**src/rtl/tm_master_reorder_if.sv**
```systemverilog
// Request-tag, NoC reply and in-order reply signals of the master-side reorder buffer.
// The slave modport is the reorder block; the master modport is its environment.
interface tm_master_reorder_if #(
  parameter int WIDTH_DATA       = 36,
  parameter int VC_ADDRESS_WIDTH = 2
);
  logic                        req_valid;
  logic [VC_ADDRESS_WIDTH-1:0] req_ret_vc;
  logic                        order_full;
  logic                        rx_valid;
  logic [VC_ADDRESS_WIDTH-1:0] rx_vc;
  logic [WIDTH_DATA-1:0]       rx_data;
  logic [3:0]                  rx_ready;
  logic                        out_valid;
  logic [WIDTH_DATA-1:0]       out_data;
  logic                        out_ready;
  logic [3:0]                  credit_ret;
  logic                        err_overflow;

  modport slave (
    input  req_valid, req_ret_vc, rx_valid, rx_vc, rx_data, out_ready,
    output order_full, rx_ready, out_valid, out_data, credit_ret, err_overflow
  );

  modport master (
    output req_valid, req_ret_vc, rx_valid, rx_vc, rx_data, out_ready,
    input  order_full, rx_ready, out_valid, out_data, credit_ret, err_overflow
  );
endinterface

```
**src/rtl/tm_master_reorder.sv**
```systemverilog
// Return-path reorder buffer: records the return VC of each issued request, buffers NoC
// replies per VC and releases them in request order with a one-cycle credit pulse.
module tm_master_reorder #(
  parameter int WIDTH_DATA       = 36,
  parameter int VC_ADDRESS_WIDTH = 2,
  parameter int ORDER_DEPTH      = 32,
  parameter int VC_BUF_DEPTH     = 8
) (
  input logic               clk,
  input logic               preset_full,
  tm_master_reorder_if.slave bus
);
  localparam int NUM_VC    = 4;
  localparam int ORD_PTR_W = $clog2(ORDER_DEPTH);
  localparam int VC_PTR_W  = $clog2(VC_BUF_DEPTH);

  localparam logic [ORD_PTR_W-1:0] ORD_PTR_ONE  = ORD_PTR_W'(1);
  localparam logic [ORD_PTR_W:0]   ORD_CNT_ONE  = (ORD_PTR_W + 1)'(1);
  localparam logic [ORD_PTR_W:0]   ORD_CNT_FULL = (ORD_PTR_W + 1)'(ORDER_DEPTH);
  localparam logic [VC_PTR_W-1:0]  VC_PTR_ONE   = VC_PTR_W'(1);
  localparam logic [VC_PTR_W:0]    VC_CNT_ONE   = (VC_PTR_W + 1)'(1);
  localparam logic [VC_PTR_W:0]    VC_CNT_FULL  = (VC_PTR_W + 1)'(VC_BUF_DEPTH);

  // Order-tag FIFO
  logic [VC_ADDRESS_WIDTH-1:0] ord_mem [ORDER_DEPTH];
  logic [ORD_PTR_W-1:0]        ord_wr_ptr, ord_rd_ptr;
  logic [ORD_PTR_W:0]          ord_count;

  // Per-VC reply FIFOs
  logic [WIDTH_DATA-1:0] vc_mem    [NUM_VC][VC_BUF_DEPTH];
  logic [VC_PTR_W-1:0]   vc_wr_ptr [NUM_VC];
  logic [VC_PTR_W-1:0]   vc_rd_ptr [NUM_VC];
  logic [VC_PTR_W:0]     vc_count  [NUM_VC];

  logic                        out_valid_q;
  logic [WIDTH_DATA-1:0]       out_data_q;
  logic [NUM_VC-1:0]           credit_q;
  logic                        err_q;

  logic [VC_ADDRESS_WIDTH-1:0] head_vc;
  logic                        ord_empty, ord_full;
  logic                        issue, ord_push, ord_drop, rx_drop;
  logic [NUM_VC-1:0]           vc_full, vc_nonempty, vc_push, vc_pop;

  assign head_vc   = ord_mem[ord_rd_ptr];
  assign ord_empty = (ord_count == '0);
  assign ord_full  = (ord_count == ORD_CNT_FULL);

  // Status comes from registered counts only, so rx_ready/order_full never see rx_valid/req_valid.
  always_comb begin
    for (int v = 0; v < NUM_VC; v++) begin
      vc_full[v]     = (vc_count[v] == VC_CNT_FULL);
      vc_nonempty[v] = (vc_count[v] != '0);
    end
  end

  assign issue = !ord_empty && vc_nonempty[head_vc] && (!out_valid_q || bus.out_ready);

  // A tag may enter a full order FIFO only when the head leaves in the same cycle.
  assign ord_push = bus.req_valid && (!ord_full || issue);
  assign ord_drop = bus.req_valid && ord_full && !issue;
  assign rx_drop  = bus.rx_valid && vc_full[bus.rx_vc];

  // NOTE: every always_comb output is assigned on every path, so no latch is inferred.
  always_comb begin
    vc_push = '0;
    vc_pop  = '0;
    for (int v = 0; v < NUM_VC; v++) begin
      vc_push[v] = bus.rx_valid && (bus.rx_vc == VC_ADDRESS_WIDTH'(v)) && !vc_full[v];
      vc_pop[v]  = issue && (head_vc == VC_ADDRESS_WIDTH'(v));
    end
  end

  // NOTE: storage arrays carry no reset; emptiness is tracked by the reset counters alone.
  always_ff @(posedge clk) begin
    if (ord_push) ord_mem[ord_wr_ptr] <= bus.req_ret_vc;
    for (int v = 0; v < NUM_VC; v++) begin
      if (vc_push[v]) vc_mem[v][vc_wr_ptr[v]] <= bus.rx_data;
    end
  end

  // NOTE: sequential state uses non-blocking assignments so all registers update from pre-edge values.
  always_ff @(posedge clk or posedge preset_full) begin
    if (preset_full) begin
      ord_wr_ptr  <= '0;
      ord_rd_ptr  <= '0;
      ord_count   <= '0;
      for (int v = 0; v < NUM_VC; v++) begin
        vc_wr_ptr[v] <= '0;
        vc_rd_ptr[v] <= '0;
        vc_count[v]  <= '0;
      end
      out_valid_q <= 1'b0;
      out_data_q  <= '0;
      credit_q    <= '0;
      err_q       <= 1'b0;
    end else begin
      if (ord_push) ord_wr_ptr <= ord_wr_ptr + ORD_PTR_ONE;
      if (issue)    ord_rd_ptr <= ord_rd_ptr + ORD_PTR_ONE;
      case ({ord_push, issue})
        2'b10:   ord_count <= ord_count + ORD_CNT_ONE;
        2'b01:   ord_count <= ord_count - ORD_CNT_ONE;
        default: ord_count <= ord_count;
      endcase

      for (int v = 0; v < NUM_VC; v++) begin
        if (vc_push[v]) vc_wr_ptr[v] <= vc_wr_ptr[v] + VC_PTR_ONE;
        if (vc_pop[v])  vc_rd_ptr[v] <= vc_rd_ptr[v] + VC_PTR_ONE;
        case ({vc_push[v], vc_pop[v]})
          2'b10:   vc_count[v] <= vc_count[v] + VC_CNT_ONE;
          2'b01:   vc_count[v] <= vc_count[v] - VC_CNT_ONE;
          default: vc_count[v] <= vc_count[v];
        endcase
      end

      if (ord_drop || rx_drop) err_q <= 1'b1;

      credit_q <= issue ? (4'b0001 << head_vc) : 4'b0000;
      if (issue) begin
        out_valid_q <= 1'b1;
        out_data_q  <= vc_mem[head_vc][vc_rd_ptr[head_vc]];
      end else if (bus.out_ready) begin
        out_valid_q <= 1'b0;
      end
    end
  end

  assign bus.order_full   = ord_full;
  assign bus.rx_ready     = ~vc_full;
  assign bus.out_valid    = out_valid_q;
  assign bus.out_data     = out_data_q;
  assign bus.credit_ret   = credit_q;
  assign bus.err_overflow = err_q;
endmodule
```
**src/flat_wrapper.sv**
```systemverilog
// flat-port wrapper written by rule: the top's interface ports become plain ports
module tm_master_reorder_flat 
#(
  parameter int WIDTH_DATA       = 36,
  parameter int VC_ADDRESS_WIDTH = 2,
  parameter int ORDER_DEPTH      = 32,
  parameter int VC_BUF_DEPTH     = 8
)
  (clk, preset_full, bus_req_valid, bus_req_ret_vc, bus_rx_valid, bus_rx_vc, bus_rx_data, bus_out_ready, bus_order_full, bus_rx_ready, bus_out_valid, bus_out_data, bus_credit_ret, bus_err_overflow);
  tm_master_reorder_if #(.WIDTH_DATA(WIDTH_DATA), .VC_ADDRESS_WIDTH(VC_ADDRESS_WIDTH)) bus_i ();
  input logic clk;
  input logic preset_full;
  input wire logic [$bits(bus_i.req_valid)-1:0] bus_req_valid;
  input wire logic [$bits(bus_i.req_ret_vc)-1:0] bus_req_ret_vc;
  input wire logic [$bits(bus_i.rx_valid)-1:0] bus_rx_valid;
  input wire logic [$bits(bus_i.rx_vc)-1:0] bus_rx_vc;
  input wire logic [$bits(bus_i.rx_data)-1:0] bus_rx_data;
  input wire logic [$bits(bus_i.out_ready)-1:0] bus_out_ready;
  output wire logic [$bits(bus_i.order_full)-1:0] bus_order_full;
  output wire logic [$bits(bus_i.rx_ready)-1:0] bus_rx_ready;
  output wire logic [$bits(bus_i.out_valid)-1:0] bus_out_valid;
  output wire logic [$bits(bus_i.out_data)-1:0] bus_out_data;
  output wire logic [$bits(bus_i.credit_ret)-1:0] bus_credit_ret;
  output wire logic [$bits(bus_i.err_overflow)-1:0] bus_err_overflow;
  assign bus_i.req_valid = bus_req_valid;
  assign bus_i.req_ret_vc = bus_req_ret_vc;
  assign bus_i.rx_valid = bus_rx_valid;
  assign bus_i.rx_vc = bus_rx_vc;
  assign bus_i.rx_data = bus_rx_data;
  assign bus_i.out_ready = bus_out_ready;
  assign bus_order_full = bus_i.order_full;
  assign bus_rx_ready = bus_i.rx_ready;
  assign bus_out_valid = bus_i.out_valid;
  assign bus_out_data = bus_i.out_data;
  assign bus_credit_ret = bus_i.credit_ret;
  assign bus_err_overflow = bus_i.err_overflow;
  tm_master_reorder #(.WIDTH_DATA(WIDTH_DATA), .VC_ADDRESS_WIDTH(VC_ADDRESS_WIDTH), .ORDER_DEPTH(ORDER_DEPTH), .VC_BUF_DEPTH(VC_BUF_DEPTH)) u_core (.clk(clk), .preset_full(preset_full), .bus(bus_i));
endmodule
```
**config.mk**
```make
export PLATFORM = sky130hd
export DESIGN_NAME = tm_master_reorder_flat
export DESIGN_NICKNAME = d
export VERILOG_FILES = /design/src/rtl/tm_master_reorder_if.sv /design/src/rtl/tm_master_reorder.sv /design/src/flat_wrapper.sv
export SDC_FILE = /design/constraint.sdc
export NUM_CORES = 1
export LEC_CHECK = 0
export CORE_MARGIN = 5
export CORE_UTILIZATION = 50
export DETAILED_ROUTE_END_ITERATION = 16
export HOLD_SLACK_MARGIN = 0.1
export PLACE_DENSITY = 0.68
export SLEW_MARGIN = 5
export SYNTH_ARGS = -nofsm -noshare
export SYNTH_HDL_FRONTEND = slang
export SYNTH_SLANG_ARGS = --single-unit
```
**constraint.sdc**
```tcl
create_clock -name clk -period 6.8 [get_ports clk]
set_input_delay 0.68 -clock clk [delete_from_list [all_inputs] [get_ports clk]]
set_output_delay 0.68 -clock clk [all_outputs]
set_load 0.02 [all_outputs]
```
==> impl_metrics.yaml, run 1 <==
run_status:
  outcome: "finished, final reports clean"
grt:
  grt_max_degree: 187
  antenna_found_initial: 4
  grt_pass1_wl_um: 212000
  grt_pass1_vias: 32200
  gr-usage-all-layers_pct: 25.3
  grt_overflow: 0
cts:
  cts.path.max_buffers: 3
  clk_latency_ns: 0.74
  cts_resized: 0
  clkTransAtPathRegs_ns: 0.06
  htree_levels: 4
  post-cts-setup-buffer-count: 0
  cts_inserted_buffers: 135
  holdBufCountCts: 0
  cts.sinks: 1314
  cts-root-buf: "clkbuf_16"
  cts_tree: "yes"
timing:
  relSlewSlack_pct: 13.8
  finalHoldViolations: 0
  fin_ws_ns: 1.37
  worstMarginPinSlew_ns: 1.29
  period_minus_slack_ns: 5.43
  fin_setup_tns_ns: 0
  rsz0062_at_grt: "no"
  fin_worst_skew_ns: 0.0233
  fin_crit_sh_pct: 79.8
  finalSetupViolations: 0
  fmax_mhz: 184
  slew_viol_final: 0
cells_and_area:
  mostFrequentLayoutCell: "edfxtp_1"
  layout.nets: 3788
  fin_cells: 5211
  drive_above_1_share_pct: 9.06
  area_delta_synth_final_pct: 12.7
  mostFrequentLayoutCells: "edfxtp_1, nand2_1, nand3_1, and3_1, mux2i_1"
drt:
  routedWlPerCell_um: 27.8
  ant_nets: 0
  first_iter_violations: 3778
  drt-pass1-iter-count: 5
  drc: 0
  drt_wl_total_um: 145000
  vias: 33100
  viasPerCell: 6.35
synthesis:
  ys_ff_latch: 1314
  synth_fp_nets: 3759
  seq_area_frac_synth_pct: 73.2
  synth_warnings: 0
  async_flop_share_pct: 7.46
  synth.cell_area_mm2: 0.0532
  synth.avg_cell_area_um2: 14.5
  synth_edf_count: 1216
  synth.distinct_cells: 59
  synth-main-ff-cell: "edfxtp_1"
  netlist_instances: 3680
die:
  rows: 119
  die_h_um: 336
  ios: 92
  die_x_um: 336
  dieArea_mm2: 0.113
  core_area_mm2: 0.106
  start_util_pct: 50.4
placement:
  place_congestion: 0.785
  dp_cells: 4963
  pre_cts_slack_ns: 1.38
  dpl.hpwl_um: 70900
  portBuffers: 91
setup_path:
  cp.required_ns: 7.45
  crit_arrival_ns: 6.08
  cp-end-kind: "register"
  startpoint: "u_core.ord_rd_ptr[1]$_DFFE_PP0N_"
  rr_startpoint: "u_core.ord_rd_ptr[1]$_DFFE_PP0N_"
  critPathKind: "reg -> reg"
  path_max_fanout: 63
  cp-start-kind: "register"
job:
  maxCapViolations: 0
worst_hold_path:
  hold_path.class: "in -> async"
## worst paths after layout
check                      cells after the start  slack [ns]                                  to
setup / recovery                              11        1.37  u_core.bus.out_data[7]$_DFFE_PP0N_
hold / removal                                 2        0.46     u_core.vc_wr_ptr[0]$_DFFE_PP0P_
setup reg to reg                              11        1.37  u_core.bus.out_data[7]$_DFFE_PP0N_
hold reg to reg                                1        0.47     u_core.vc_rd_ptr[5]$_DFFE_PP0P_
max in group asynchronous                      3        4.86     u_core.vc_wr_ptr[9]$_DFFE_PP0P_
min in group clk                               1        0.47     u_core.vc_rd_ptr[5]$_DFFE_PP0P_
## worst max-delay path, stage by stage (launching register included)
cell      delay (ns)
dfrtp_1         0.88
mux4_2          0.63
a22o_1          0.27
a31oi_4         0.81
nand2_4         0.74
buf_12          0.43
buf_12          0.24
mux2i_1         0.15
a221oi_1        0.32
a311oi_1        0.09
or4_1           0.54
a21oi_1         0.19
## final cells by class
| cell class | count | area, µm² |
|---|---|---|
| Clock inverter | 62 | 499 |
| Multi-Input combinational cell | 2065 | 13300 |
| Timing Repair Buffer | 168 | 1630 |
| Tap cell | 1391 | 1740 |
| Sequential cell | 1314 | 39000 |
| Clock buffer | 185 | 3770 |
| Inverter | 25 | 96.3 |
| Antenna cell | 1 | 2.50 |
| Fill cell | 8123 | 45600 |
## state kept, by name, summed over array words and instances (netlist names)
name / cells
u_core.ord_mem: 64
u_core.vc_mem: 1152
u_core.ord_rd_ptr: 5
u_core.ord_count: 6
u_core.ord_wr_ptr: 5
u_core.vc_wr_ptr: 12
u_core.bus.err_overflow: 1
u_core.bus.out_data: 36
u_core.bus.out_valid: 1
u_core.bus.credit_ret: 4
u_core.vc_rd_ptr: 12
u_core.vc_count: 16
## cell families (layout without fill, tap and decap cells)
group | after synthesis | count (layout) | share of synthesized area, %
compound gates | 524 | 524 | 7.89
other cells | 0 | 1 | 0
xor+xnor | 41 | 41 | 0.675
buf+inv | 301 | 440 | 2.39
mux | 181 | 181 | 3.72
simple gates | 1285 | 1285 | 11.2
fa+ha+maj | 34 | 34 | 0.870
flops | 1314 | 1314 | 73.2
## Yosys cell counts, types with 2 or more instances
cell type | instances | area share [%]
a2111o_1 | 2 | 0.042
a211oi_1 | 146 | 2.1
a21o_1 | 5 | 0.071
a21oi_1 | 46 | 0.43
a221o_1 | 2 | 0.038
a221oi_1 | 145 | 2.4
a22o_1 | 3 | 0.049
a22oi_1 | 2 | 0.028
a311oi_1 | 142 | 2.3
a31o_2 | 2 | 0.033
a31oi_1 | 4 | 0.047
and2_1 | 4 | 0.047
and3_1 | 183 | 2.2
and3b_1 | 4 | 0.066
buf_1 | 15 | 0.11
buf_2 | 74 | 0.70
buf_4 | 7 | 0.099
buf_6 | 3 | 0.063
clkbuf_1 | 177 | 1.2
dfrtp_1 | 98 | 4.6
edfxtp_1 | 1216 | 69
fa_1 | 5 | 0.19
ha_1 | 29 | 0.68
inv_1 | 25 | 0.18
mux2_2 | 13 | 0.28
mux2i_1 | 156 | 2.9
mux4_2 | 12 | 0.51
nand2_1 | 628 | 4.4
nand2b_1 | 12 | 0.14
nand3_1 | 299 | 2.8
nand3_2 | 2 | 0.038
nand4_1 | 5 | 0.059
nor2_1 | 74 | 0.52
nor2b_1 | 4 | 0.047
nor3_1 | 17 | 0.16
nor3b_1 | 6 | 0.085
nor4_1 | 4 | 0.047
o211ai_2 | 2 | 0.047
o21ai_0 | 10 | 0.094
o21ai_1 | 2 | 0.019
o22ai_1 | 2 | 0.024
or3_1 | 2 | 0.024
or4_1 | 36 | 0.51
xnor2_1 | 29 | 0.48
xor2_1 | 12 | 0.20
## routing by layer
layer  GRT usage [%]  wire length [µm]  part of all wire (%)  vias to the layer above
met3            5.56             13200                   9.1                      344
met4            10.5              5950                   4.1                        4
met1            34.4             57500                    40                    16600
met2            39.9             68100                    47                     1741
li1                -                 -                     -                    14400
met5               0                25                 0.017                        -
## stage by stage
step           util (%)  hold WS [ns]  cell area (µm²)
5_1_grt            56.8         0.486            60000
4_1_cts            56.8         0.452            60000
6_report           56.8         0.457            60000
2_1_floorplan         -         0.439            53200
3_5_place_dp       52.8         0.465            55700
3_3_place_gp       52.8         0.461            55700
Power of run 1 is left out: the tool's default activity adds up to more than one toggle a clock period on the data nets, which glitch-free logic cannot reach.
==> inputs of run 2 (changes only) <==
==> constraint.sdc (replaced) <==
create_clock -name clk -period 5.3 [get_ports clk]
set_input_delay 0.53 -clock clk [delete_from_list [all_inputs] [get_ports clk]]
set_output_delay 0.53 -clock clk [all_outputs]
set_load 0.02 [all_outputs]
==> run 2 against run 1 <==
  * Register-to-register slack worse by 0.80 ns
  * Flip-flop and latch count unchanged
  * Sequential share of layout area fell by 0.50 points
  * Core utilization rose by 0.44 points
  * Routed wire length shrank 1.2%
  * Setup slack got worse by 0.80 ns
  * Clock skew is 0.0078 ns higher
  * Critical path depth grew 4
  * Non-clock buffer count rose by 23
  * Worst hold slack worse by 0.12 ns
  * Via count is 0.39% lower
  * Critical path type unchanged
  * Highest routed layer unchanged
==> impl_metrics.yaml, run 2 (synthesized netlist as in run 1, its figures left out) <==
drt:
  vias: 33000
  viasPerCell: 6.28
  routedWlPerCell_um: 27.3
  drt_wl_total_um: 143000
  drt-pass1-iter-count: 5
  first_iter_violations: 3684
  drc: 0
  ant_nets: 0
cells_and_area:
  layout.nets: 3813
  area_delta_synth_final_pct: 13.6
  postLayoutCoreUtil_pct: 57.3
  largest_reg_flops: 1152
  mostFrequentLayoutCells: "edfxtp_1, nand2_1, nand3_1, and3_1, mux2i_1"
  drive_above_1_share_pct: 9.56
  mostFrequentLayoutCell: "edfxtp_1"
placement:
  dpl.hpwl_um: 72500
  pre_cts_slack_ns: 0.594
  portBuffers: 91
  place_congestion: 0.820
die:
  die_h_um: 336
  dieArea_mm2: 0.113
  start_util_pct: 50.4
  core_area_mm2: 0.106
  die_x_um: 336
  ios: 92
  rows: 119
setup_path:
  cp.required_ns: 5.91
  path_max_fanout: 20
  cp-start-kind: "register"
  cp-end-kind: "register"
  critPathKind: "reg -> reg"
  rr_worst_depth: 15
  reg2reg_slack_ns: 0.57
  crit_arrival_ns: 5.34
  r2r-end: "u_core.ord_count[5]$_DFFE_PP0P_"
  rr_startpoint: "u_core.ord_rd_ptr[1]$_DFFE_PP0N_"
timing:
  slew_viol_final: 0
  period_minus_slack_ns: 4.73
  fin_crit_sh_pct: 89.3
  finalSetupViolations: 0
  worstMarginPinSlew_ns: 1.16
  finalHoldViolations: 0
  relSlewSlack_pct: 22.4
  fin_worst_skew_ns: 0.0311
  fin_setup_tns_ns: 0
  fmax_mhz: 211
  rsz0062_at_grt: "no"
  fin_ws_ns: 0.568
cts:
  post-cts-setup-buffer-count: 0
  cts.sinks: 1314
  clk_latency_ns: 0.74
  holdBufCountCts: 0
  cts_inserted_buffers: 137
  cts-root-buf: "clkbuf_16"
  clkTransAtPathRegs_ns: 0.06
  cts_resized: 0
  htree_levels: 4
  cts.path.max_buffers: 3
  cts_tree: "yes"
grt:
  grt_pass1_vias: 31800
  antenna_found_initial: 9
  grt_overflow: 0
  gr-usage-all-layers_pct: 24.9
  grt_pass1_wl_um: 209000
  grt_max_degree: 145
run_status:
  outcome: "finished, final reports clean"
worst_hold_path:
  hold_path.class: "in -> async"
job:
  maxCapViolations: 0
==> run 2: changes by cell type in the layout (fill, tap and decap cells not counted), moves of 3 or more <==
cell,previous run,this run
clkinv_8,1,6
buf_12,11,25
buf_4,66,75
clkbuf_1,35,44
clkbuf_8,10,7
inv_6,7,4
diode_2,1,4
==> run 2: worst max-delay path, cell delays in order (launching register included) <==
cell and delay [ns]:
dfrtp_1 0.88, mux4_2 0.60, mux2_2 0.29, nand3b_1 0.20, nand3_4 0.24, mux2_2 0.39, o21ai_4 0.20, and2_1 0.35
ha_1 0.30, a21o_1 0.16, a21oi_1 0.23, o21bai_1 0.10, a21oi_1 0.27, nor2_1 0.07, a221oi_1 0.25, a21oi_1 0.07
==> run 2: how the worst max path moves through the flow <==
stage | from | to | slack, ns | cells past startpoint
floorplan | bus_rx_valid | u_core.vc_mem[0][252]$_DFFE_PP_ | 0.32 | 4
global placement | u_core.ord_rd_ptr[1]$_DFFE_PP0N_ | u_core.ord_count[5]$_DFFE_PP0P_ | 0.66 | 15
detailed placement | u_core.ord_rd_ptr[1]$_DFFE_PP0N_ | u_core.ord_count[5]$_DFFE_PP0P_ | 0.59 | 15
CTS | u_core.ord_rd_ptr[1]$_DFFE_PP0N_ | u_core.ord_count[5]$_DFFE_PP0P_ | 0.57 | 15
global route | u_core.ord_rd_ptr[1]$_DFFE_PP0N_ | u_core.ord_count[5]$_DFFE_PP0P_ | 0.19 | 15
finish | u_core.ord_rd_ptr[1]$_DFFE_PP0N_ | u_core.ord_count[5]$_DFFE_PP0P_ | 0.57 | 15
==> run 2: layer usage <==
layer	up-vias	track usage (%)	share of wire (%)
li1	14400	-	-
met1	16500	33.7	39
met2	1686	40.5	48
met3	323	4.97	9.1
met4	8	9.36	3.6
met5	-	0	0.035
==> run 2: metrics by stage <==
stage	hold slack, ns	cell area (µm²)	std cells
after floorplan	0.439	53200	3680
after global placement	0.470	56100	4986
after detailed placement	0.468	56100	4986
after CTS	0.342	60400	5241
after global routing	0.401	60400	5243
final	0.336	60500	5245
==> run 2: final cells by class <==
cell class / instances / area (µm²)
fillers: 8105 / 45100
flip-flops and latches: 1314 / 39000
multi-input cells: 2065 / 13300
clock buffers: 192 / 3790
repair buffers: 191 / 1970
well taps: 1391 / 1740
clock inverters: 63 / 584
inverters: 25 / 96.3
diodes: 4 / 10.0
Power of run 2 is left out for the same reason.
